===== config.mk =====
export PLATFORM = sky130hd
export DESIGN_NAME = mult_seq_flat
export DESIGN_NICKNAME = d
export VERILOG_FILES = /design/src/rtl/mult_if.sv /design/src/rtl/mult_seq.sv /design/src/flat_wrapper.sv
export SDC_FILE = /design/constraint.sdc
export NUM_CORES = 1
export LEC_CHECK = 0
export CAP_MARGIN = 20
export CORE_AREA = 2 2 118 108
export CTS_BUF_LIST = sky130_fd_sc_hd__clkbuf_4 sky130_fd_sc_hd__clkbuf_8
export DETAILED_ROUTE_END_ITERATION = 10
export DIE_AREA = 0 0 120 110
export PLACE_DENSITY = 0.78
export REMOVE_ABC_BUFFERS = 1
export SYNTH_ARGS = -nofsm -noshare
export SYNTH_HDL_FRONTEND = slang
export SYNTH_SLANG_ARGS = --single-unit

===== constraint.sdc =====
create_clock -name clk -period 3 [get_ports clk]
set_input_delay 0.6 -clock clk [delete_from_list [all_inputs] [get_ports clk]]
set_output_delay 0.6 -clock clk [all_outputs]
set_load 0.02 [all_outputs]

===== src/rtl/mult_if.sv =====
// Operand/product handshake bundle for mult_seq.
// The optional two's-complement select tc exists only when MULT_SIGNED_EN is defined.
interface mult_if #(
  parameter int WIDTH = 16
);
  logic               in_valid;
  logic               in_ready;
  logic [WIDTH-1:0]   x;
  logic [WIDTH-1:0]   y;
`ifdef MULT_SIGNED_EN
  logic               tc;
`endif
  logic               out_valid;
  logic               out_ready;
  logic [2*WIDTH-1:0] p;

`ifdef MULT_SIGNED_EN
  modport master (output in_valid, x, y, tc, out_ready,
                  input  in_ready, out_valid, p);
  modport slave  (input  in_valid, x, y, tc, out_ready,
                  output in_ready, out_valid, p);
`else
  modport master (output in_valid, x, y, out_ready,
                  input  in_ready, out_valid, p);
  modport slave  (input  in_valid, x, y, out_ready,
                  output in_ready, out_valid, p);
`endif
endinterface


===== src/rtl/mult_seq.sv =====
// Sequential shift-and-add multiplier retiring STEP multiplier bits per cycle.
// FSM IDLE -> CALC -> DONE. The product is registered and held until taken.
// Optional macro MULT_SIGNED_EN adds the tc port. With tc=1 the operands are
// two's complement: magnitudes are formed at capture and the unsigned
// magnitude product is negated on DONE entry when the operand signs differ.
module mult_seq #(
  parameter int WIDTH = 16,
  parameter int STEP  = 1
) (
  input logic  clk,
  input logic  rst,
  mult_if.slave bus
);
  localparam int N  = WIDTH / STEP;
  localparam int CW = $clog2(N + 1);
  localparam int PW = 2 * WIDTH;

  typedef enum logic [1:0] {IDLE, CALC, DONE} state_t;

  state_t          state;
  logic [PW-1:0]   acc;
  logic [PW-1:0]   mcand;   // multiplicand, pre-shifted to the current digit weight
  logic [WIDTH-1:0] mplier; // multiplier, consumed STEP bits at a time from the LSB
  logic [CW-1:0]   cnt;
  logic            out_valid_r;
  logic [PW-1:0]   p_r;

  logic [WIDTH-1:0] mag_x;
  logic [WIDTH-1:0] mag_y;
  logic [PW-1:0]    digit;
  logic [PW-1:0]    term;
  logic [PW-1:0]    result;

`ifdef MULT_SIGNED_EN
  logic neg;
  logic x_neg;
  logic y_neg;

  // Magnitudes fit in WIDTH unsigned bits, including -2^(WIDTH-1).
  assign x_neg  = bus.tc & bus.x[WIDTH-1];
  assign y_neg  = bus.tc & bus.y[WIDTH-1];
  assign mag_x  = x_neg ? -bus.x : bus.x;
  assign mag_y  = y_neg ? -bus.y : bus.y;
  assign result = neg ? -acc : acc;
`else
  assign mag_x  = bus.x;
  assign mag_y  = bus.y;
  assign result = acc;
`endif

  assign digit = PW'(mplier[STEP-1:0]);
  assign term  = mcand * digit;

  // in_ready is decoded from state and forced low while reset is asserted.
  assign bus.in_ready  = (state == IDLE) && !rst;
  assign bus.out_valid = out_valid_r;
  assign bus.p         = p_r;

  // FSM, datapath and registered outputs, synchronous active-high reset.
  always_ff @(posedge clk) begin
    // NOTE: every register here uses <= so all updates see pre-edge values.
    if (rst) begin
      state       <= IDLE;
      acc         <= '0;
      mcand       <= '0;
      mplier      <= '0;
      cnt         <= '0;
      out_valid_r <= 1'b0;
      p_r         <= '0;
`ifdef MULT_SIGNED_EN
      neg         <= 1'b0;
`endif
    end else begin
      case (state)
        IDLE: begin
          if (bus.in_valid) begin
            mcand  <= PW'(mag_x);
            mplier <= mag_y;
            acc    <= '0;
            cnt    <= '0;
`ifdef MULT_SIGNED_EN
            neg    <= x_neg ^ y_neg;
`endif
            state  <= CALC;
          end
        end
        CALC: begin
          if (cnt == CW'(N)) begin
            p_r         <= result;
            out_valid_r <= 1'b1;
            state       <= DONE;
          end else begin
            acc    <= acc + term;
            mcand  <= mcand << STEP;
            mplier <= mplier >> STEP;
            cnt    <= cnt + CW'(1);
          end
        end
        DONE: begin
          if (bus.out_ready) begin
            out_valid_r <= 1'b0;
            state       <= IDLE;
          end
        end
        default: state <= IDLE;
      endcase
    end
  end
endmodule


===== src/flat_wrapper.sv =====
// flat-port wrapper written by rule: the top's interface ports become plain ports
module mult_seq_flat 
#(
  parameter int WIDTH = 16,
  parameter int STEP  = 1
)
  (clk, rst, bus_in_valid, bus_x, bus_y, bus_out_ready, bus_in_ready, bus_out_valid, bus_p);
  mult_if #(.WIDTH(WIDTH)) bus_i ();
  input logic clk;
  input logic rst;
  input wire logic [$bits(bus_i.in_valid)-1:0] bus_in_valid;
  input wire logic [$bits(bus_i.x)-1:0] bus_x;
  input wire logic [$bits(bus_i.y)-1:0] bus_y;
  input wire logic [$bits(bus_i.out_ready)-1:0] bus_out_ready;
  output wire logic [$bits(bus_i.in_ready)-1:0] bus_in_ready;
  output wire logic [$bits(bus_i.out_valid)-1:0] bus_out_valid;
  output wire logic [$bits(bus_i.p)-1:0] bus_p;
  assign bus_i.in_valid = bus_in_valid;
  assign bus_i.x = bus_x;
  assign bus_i.y = bus_y;
  assign bus_i.out_ready = bus_out_ready;
  assign bus_in_ready = bus_i.in_ready;
  assign bus_out_valid = bus_i.out_valid;
  assign bus_p = bus_i.p;
  mult_seq #(.WIDTH(WIDTH), .STEP(STEP)) u_core (.clk(clk), .rst(rst), .bus(bus_i));
endmodule

==> results of run 1 <==
==> area by class of cell <==
| cell class | instances | area (um2) | share of cell area, % |
|---|---|---|---|
| clock inverters | 8 | 75.1 | 0.993 |
| multi-input cells | 619 | 3660 | 48.4 |
| repair buffers | 94 | 896 | 11.8 |
| well taps | 160 | 200 | 2.65 |
| clock buffers | 23 | 285 | 3.77 |
| inverters | 11 | 41.3 | 0.546 |
| flip-flops and latches | 120 | 2400 | 31.8 |
==> synthesized netlist by cell type, types with 10 or more instances <==
cell | instances | area [um2]
a21o_1 | 10 | 75.1
a21oi_1 | 90 | 450
a311oi_1 | 31 | 272
and2_1 | 33 | 206
clkbuf_1 | 47 | 176
dfxtp_1 | 120 | 2400
ha_1 | 33 | 413
inv_1 | 11 | 41.3
nand2_1 | 192 | 721
nand3_1 | 37 | 185
nor2_1 | 52 | 195
nor3_1 | 10 | 50.1
o21ai_0 | 23 | 115
xnor2_1 | 15 | 131
xor2_1 | 14 | 123
==> metrics by stage <==
step	hold WS, ns	instance area [um2]	worst slack (ns)	power (mW)	std cells
final	0.453	7560	0.0822	3.36	1035
after global routing	0.476	7560	-0.0609	3.49	1035
after CTS	0.457	7530	0.0223	3.37	1035
after detailed placement	0.447	7160	0.0189	2.04	1004
after global placement	0.440	7160	0.0711	2.02	1004
after floorplan	0.434	6060	-1.19	1.88	750
==> cells by family after synthesis <==
kind of cell	count (synthesis)	synth area share (%)
compound gates	201	21.5
xor+xnor	29	4.07
fa+ha+maj	34	6.94
buf+inv	58	3.49
flops	120	38.5
mux	3	0.561
simple gates	352	25.0
==> worst max path at each step <==
| stage | startpoint | end | slack, ns |
|---|---|---|---|
| 2_1_floorplan | u_core.state[0] | u_core.cnt[3] | -1.19 |
| 3_3_place_gp | u_core.mplier[0] | u_core.acc[31] | 0.07 |
| 3_5_place_dp | u_core.mplier[0] | u_core.acc[31] | 0.02 |
| 4_1_cts | u_core.mplier[0] | u_core.acc[28] | 0.02 |
| 5_1_grt | u_core.mplier[0] | u_core.acc[31] | -0.06 |
| 6_report | u_core.mplier[0] | u_core.acc[31] | 0.08 |
==> flip-flops by register name (all words and copies together), names as in the netlist <==
| register | flops |
|---|---|
| u_core.state | 2 |
| u_core.mplier | 16 |
| u_core.bus.p | 32 |
| u_core.bus.out_valid | 1 |
| u_core.cnt | 5 |
| u_core.mcand | 32 |
| u_core.acc | 32 |
==> worst min-delay path, stage by stage, from the launching register on <==
cell and delay, ns:
dfxtp_1 0.31, nand2_1 0.05, a21oi_1 0.05
==> where the power goes <==
part / internal, mW / switching, mW
clock: 0.711 / 0.639
sequential: 1.64 / 0.0368
combinational: 0.131 / 0.196
==> repair_timing <==
| action | 4_1_cts | 5_1_grt |
|---|---|---|
| resized for setup | 1 | 11 |
| pin swaps | 1 | 5 |
| setup endpoints to repair | 1 | 12 |
==> metal layers <==
| layer | global-route usage (%) | wire (um) | vias up |
|---|---|---|---|
| met1 | 30.9 | 7380 | 2728 |
| li1 | - | - | 2910 |
| met2 | 41.2 | 7320 | 148 |
| met4 | 6.72 | 104 | 0 |
| met3 | 5.56 | 714 | 8 |
| met5 | 0 | 0 | - |
==> impl_metrics.py, run 1 <==
metrics = {
    "cells_and_area": {
        "fillers": 1062,
        "n_antenna_cell": 0,
        "nNetsFinal": 933,
        "final_common_cell": "nand2_1",
        "utilization_pct": 63.4,
        "drive_gt1_share_pct": 9.71,
        "final_cell_mix": "191 x nand2_1, 119 x dfxtp_1, 87 x a21oi_1",
        "syn2layout_area_growth_pct": 21.2,
    },
    "drt": {
        "drtIter0Drc": 466,
        "dr.pass1.iters": 5,
        "drtAntennaViolNets": 0,
        "drcViolationCount": 0,
        "num_vias": 5794,
        "post_drt_via_cell_ratio": 5.60,
        "wl_per_cell_um": 15.0,
        "finalWirelength_mm": 15.5,
    },
    "synth": {
        "syn_area_mm2": 0.00624,
        "ys_seq_elements": 120,
        "synth.avg_cell_area_um2": 7.83,
        "ys_warn_count": 0,
        "synthCells": 797,
        "async_reset_ff_share_pct": 0,
        "synthDistinctLibCells": 55,
        "ys.flop_type": "dfxtp_1",
        "synth_edf_count": 0,
        "seq_area_frac_synth_pct": 38.5,
    },
    "timing": {
        "slew_headroom_pct": 50.2,
        "fmax_mhz": 343,
        "fin_skew_ns": 0.0161,
        "fin_crit_ns": 2.92,
        "worst_pin_slew_ns": 0.746,
        "period_share_pct": 97.3,
        "setup_viol_count_final": 0,
        "rsz0062_at_grt": "yes",
        "hold_viol": 0,
        "tns_ns": 0,
        "maxSlewViolCount": 0,
    },
    "placed_design": {
        "dp_hpwl_mm": 11.1,
        "numPortBuffers": 69,
        "gp_congestion": 0.884,
    },
    "setup_path": {
        "critPathKind": "flip-flop to flip-flop",
        "r2r_start": "u_core.mplier[0]",
        "end_kind": "flip-flop",
        "worst-endpoint-arrival_ns": 3.28,
        "rr_endpoint": "u_core.acc[31]",
        "cpPeakStageDelay_ns": 0.35,
        "r2r_cells": 12,
        "crit_required_ns": 3.37,
        "crit_family": "compound AO/OA/AOI/OAI gates",
        "crit_cells": 12,
        "crit_path_cell_trace": "buf_8, and2_1, ha_1, and3_1, o21a_1, a311oi_4, a221oi_2, a21oi_2, mux2_4, a21oi_1, nor2_1, mux2i_1",
        "cp_max_fo": 26,
        "crit_buf_inv": 1,
        "r2r_slack_ns": 0.08,
        "startpoint_type": "flip-flop",
        "cp_slowest_cell": "dfxtp_2",
    },
    "global_routing": {
        "grt_start_max_net_pins": 57,
        "grt_pass1_vias": 5491,
        "grt_pass1_wl_mm": 25.6,
        "grt_usage_pct": 24.1,
        "globalRouteOverflowTotal": 0,
        "antenna_found_initial": 0,
    },
    "min_path": {
        "hold_path_end": "u_core.bus.p[1]",
        "hold_start": "u_core.bus.p[1]",
        "min_path_type": "flip-flop to flip-flop",
        "worstHoldPathCells": 2,
    },
    "die": {
        "die_x_um": 120,
        "floorplan.initialDensity_pct": 52.3,
        "pin_count": 70,
        "die_y_um": 110,
        "rows": 38,
        "core-area_mm2": 0.0119,
        "die_area_mm2": 0.0132,
    },
    "run_status": {
        "status": "complete, no violations",
    },
    "job": {
        "drv_cap": 0,
    },
    "clock_tree": {
        "cts_max_path_buffers": 2,
        "clkTransAtPathRegs_ns": 0.07,
        "cts.htree.levels": 4,
        "clockRootBuffer": "clkbuf_8",
        "hold_buffers": 0,
        "cts_sinks": 120,
        "cts_setup_buffers": 0,
        "cts_tree": "done",
        "insertion_delay_ns": 0.44,
        "numCtsBuffers": 17,
    },
    "pwr": {
        "p_per_area_mw_per_mm2": 444,
        "leakage_nw": 2.89,
        "peakVddDrop_uv": 299,
    },
}
(Power assumes the default switching activity.)
==> run 2, diff against run 1 <==
Settings changed: CORE_AREA 2 2 118 108 to 2 2 112 103, DIE_AREA 0 0 120 110 to 0 0 114 105, PLACE_DENSITY 0.78 to 0.82.
Clock period 3 ns to 2.9 ns, I/O delays scaled along.
==> run 2 against run 1 <==
The run now ends with negative setup slack left. Clock power is 24% higher. Final area rose by 4.5%. Via count grew 4.4%. Combinational power rose by 11%. Largest cell class unchanged. Highest routed layer unchanged.
==> impl_metrics.py, run 2 (synthesized netlist as in run 1, its figures left out) <==
metrics = {
    "setup_path": {
        "startpoint_type": "flip-flop",
        "crit_start": "u_core.mplier[0]",
        "critPathKind": "flip-flop to flip-flop",
        "r2r_start": "u_core.mplier[0]",
        "cp_max_fo": 10,
        "end_kind": "flip-flop",
        "worst-endpoint-arrival_ns": 3.33,
        "crit_required_ns": 3.28,
    },
    "drt": {
        "wl_per_cell_um": 16.3,
        "post_drt_via_cell_ratio": 5.94,
        "drtIter0Drc": 552,
        "drcViolationCount": 0,
        "drtAntennaViolNets": 0,
        "num_vias": 6049,
        "finalWirelength_mm": 16.6,
        "dr.pass1.iters": 5,
    },
    "min_path": {
        "hold_start": "rst",
        "min_path_type": "input pin to flip-flop",
    },
    "cells_and_area": {
        "syn2layout_area_growth_pct": 26.6,
        "nNetsFinal": 944,
        "drive_gt1_share_pct": 14.4,
        "multi_input_area_mm2": 0.00388,
        "n_antenna_cell": 0,
        "final_cell_area_mm2": 0.00790,
        "seqCellArea_mm2": 0.00240,
        "final_cell_mix": "189 x nand2_1, 119 x dfxtp_1, 81 x a21oi_1",
        "fillers": 808,
        "final_common_cell": "nand2_1",
    },
    "die": {
        "die_area_mm2": 0.0120,
        "pin_count": 70,
        "floorplan.initialDensity_pct": 58.2,
        "die_x_um": 114,
        "die_y_um": 105,
        "core-area_mm2": 0.0107,
        "rows": 36,
    },
    "timing": {
        "fmax_mhz": 339,
        "fin_skew_ns": 0.00993,
        "fin_crit_ns": 2.95,
        "setup_viol_count_final": 2,
        "maxSlewViolCount": 0,
        "period_share_pct": 102,
        "slew_headroom_pct": 57.9,
        "rsz0062_at_grt": "yes",
        "worst_slack_ns": -0.0506,
        "fin_hold_ws_ns": 0.411,
        "hold_viol": 0,
        "worst_pin_slew_ns": 0.623,
    },
    "global_routing": {
        "grt_usage_pct": 27.2,
        "grt_pass1_vias": 5785,
        "grt_pass1_wl_mm": 26.3,
        "gr-usage-met3_pct": 8.00,
        "globalRouteMet2Util_pct": 45.9,
        "grt_start_max_net_pins": 50,
        "use_met1_pct": 32.9,
        "grt-busiest-layer": "met2",
        "globalRouteOverflowTotal": 0,
        "antenna_found_initial": 0,
    },
    "clock_tree": {
        "clkTransAtPathRegs_ns": 0.07,
        "cts_sinks": 120,
        "cts_max_path_buffers": 2,
        "cts.htree.levels": 4,
        "insertion_delay_ns": 0.46,
        "clockRootBuffer": "clkbuf_8",
        "cts_tree": "done",
        "numCtsBuffers": 17,
    },
    "placed_design": {
        "dpl_cell_area_mm2": 0.00714,
        "gp_congestion": 0.902,
        "numPortBuffers": 69,
        "dp_hpwl_mm": 10.9,
    },
    "pwr": {
        "leakage_nw": 2.97,
        "p_per_area_mw_per_mm2": 477,
        "peakVddDrop_uv": 401,
        "p_total_mw": 3.77,
    },
    "run_status": {
        "violations": "negative setup slack",
        "status": "finished, violations left",
    },
    "job": {
        "drv_cap": 0,
    },
}
-- run 2: changes by cell type in the layout (fill, tap and decap cells not counted), moves of 4 or more --
cell     before  now
ha_4          0    8
ha_1         31   20
a21oi_1      87   81
buf_4        24   33
and2_1       33   29
-- run 2: routing by layer --
layer  wire [um]  vias to the layer above
li1            -                     2928
met1        6960                     2825
met2        8030                      244
met3        1160                       52
met4         470                        0
met5           0                        -
-- run 2: worst max-delay path: stages (launching register included) --
cell	delay (ns)
dfxtp_2	0.34
buf_6	0.14
buf_6	0.14
and2_1	0.20
ha_4	0.29
o21ai_1	0.06
o211ai_1	0.35
a21oi_2	0.11
a221oi_2	0.36
buf_4	0.19
a21oi_4	0.06
o21ai_2	0.21
a31oi_2	0.12
xor2_1	0.17
o21ai_1	0.12
-- run 2: stage by stage --
stage	cells	util (%)	worst slack, ns	setup TNS, ns
2_1_floorplan	750	-	-1.29	-37.67
4_1_cts	1012	71.1	0.00991	0
5_1_grt	1019	73.7	-0.213	-1.09
3_3_place_gp	978	66.6	0.0540	0
6_report	1019	73.7	-0.0506	-0.0857
3_5_place_dp	978	66.6	-0.0839	-0.249
-- run 2: path summary, 6_finish.rpt --
check                     endpoint  slack, ns  cells past startpoint
setup reg to reg    u_core.acc[25]      -0.05                     14
setup / recovery    u_core.acc[25]      -0.05                     14
hold reg to reg   u_core.bus.p[15]       0.45                      2
hold / removal    u_core.mcand[19]       0.41                      2
-- run 2: repair_timing --
| item | in CTS | in global routing |
|---|---|---|
| resized for setup | 8 | 44 |
| endpoints found under the setup margin | 9 | 14 |
| gates cloned | 0 | 0 |
| pin swaps | 8 | 24 |
| buffers inserted | 3 | 7 |
| hold endpoints to repair | 0 | 0 |
| hold buffers | 0 | 0 |
-- run 2: cell type report --
class | count | share of cell area, %
Multi-Input combinational cell | 619 | 49.1
Sequential cell | 120 | 30.4
Timing Repair Buffer | 105 | 12.4
Clock buffer | 22 | 3.59
Tap cell | 133 | 2.11
Clock inverter | 9 | 1.87
Inverter | 11 | 0.523
-- run 2: power by group --
part | switching [mW] | leakage [nW] | internal (mW) | total [mW]
sequential | 0.0393 | 0.975 | 1.70 | 1.74
combinational | 0.212 | 1.77 | 0.150 | 0.362
clock | 0.667 | 0.223 | 0.999 | 1.67
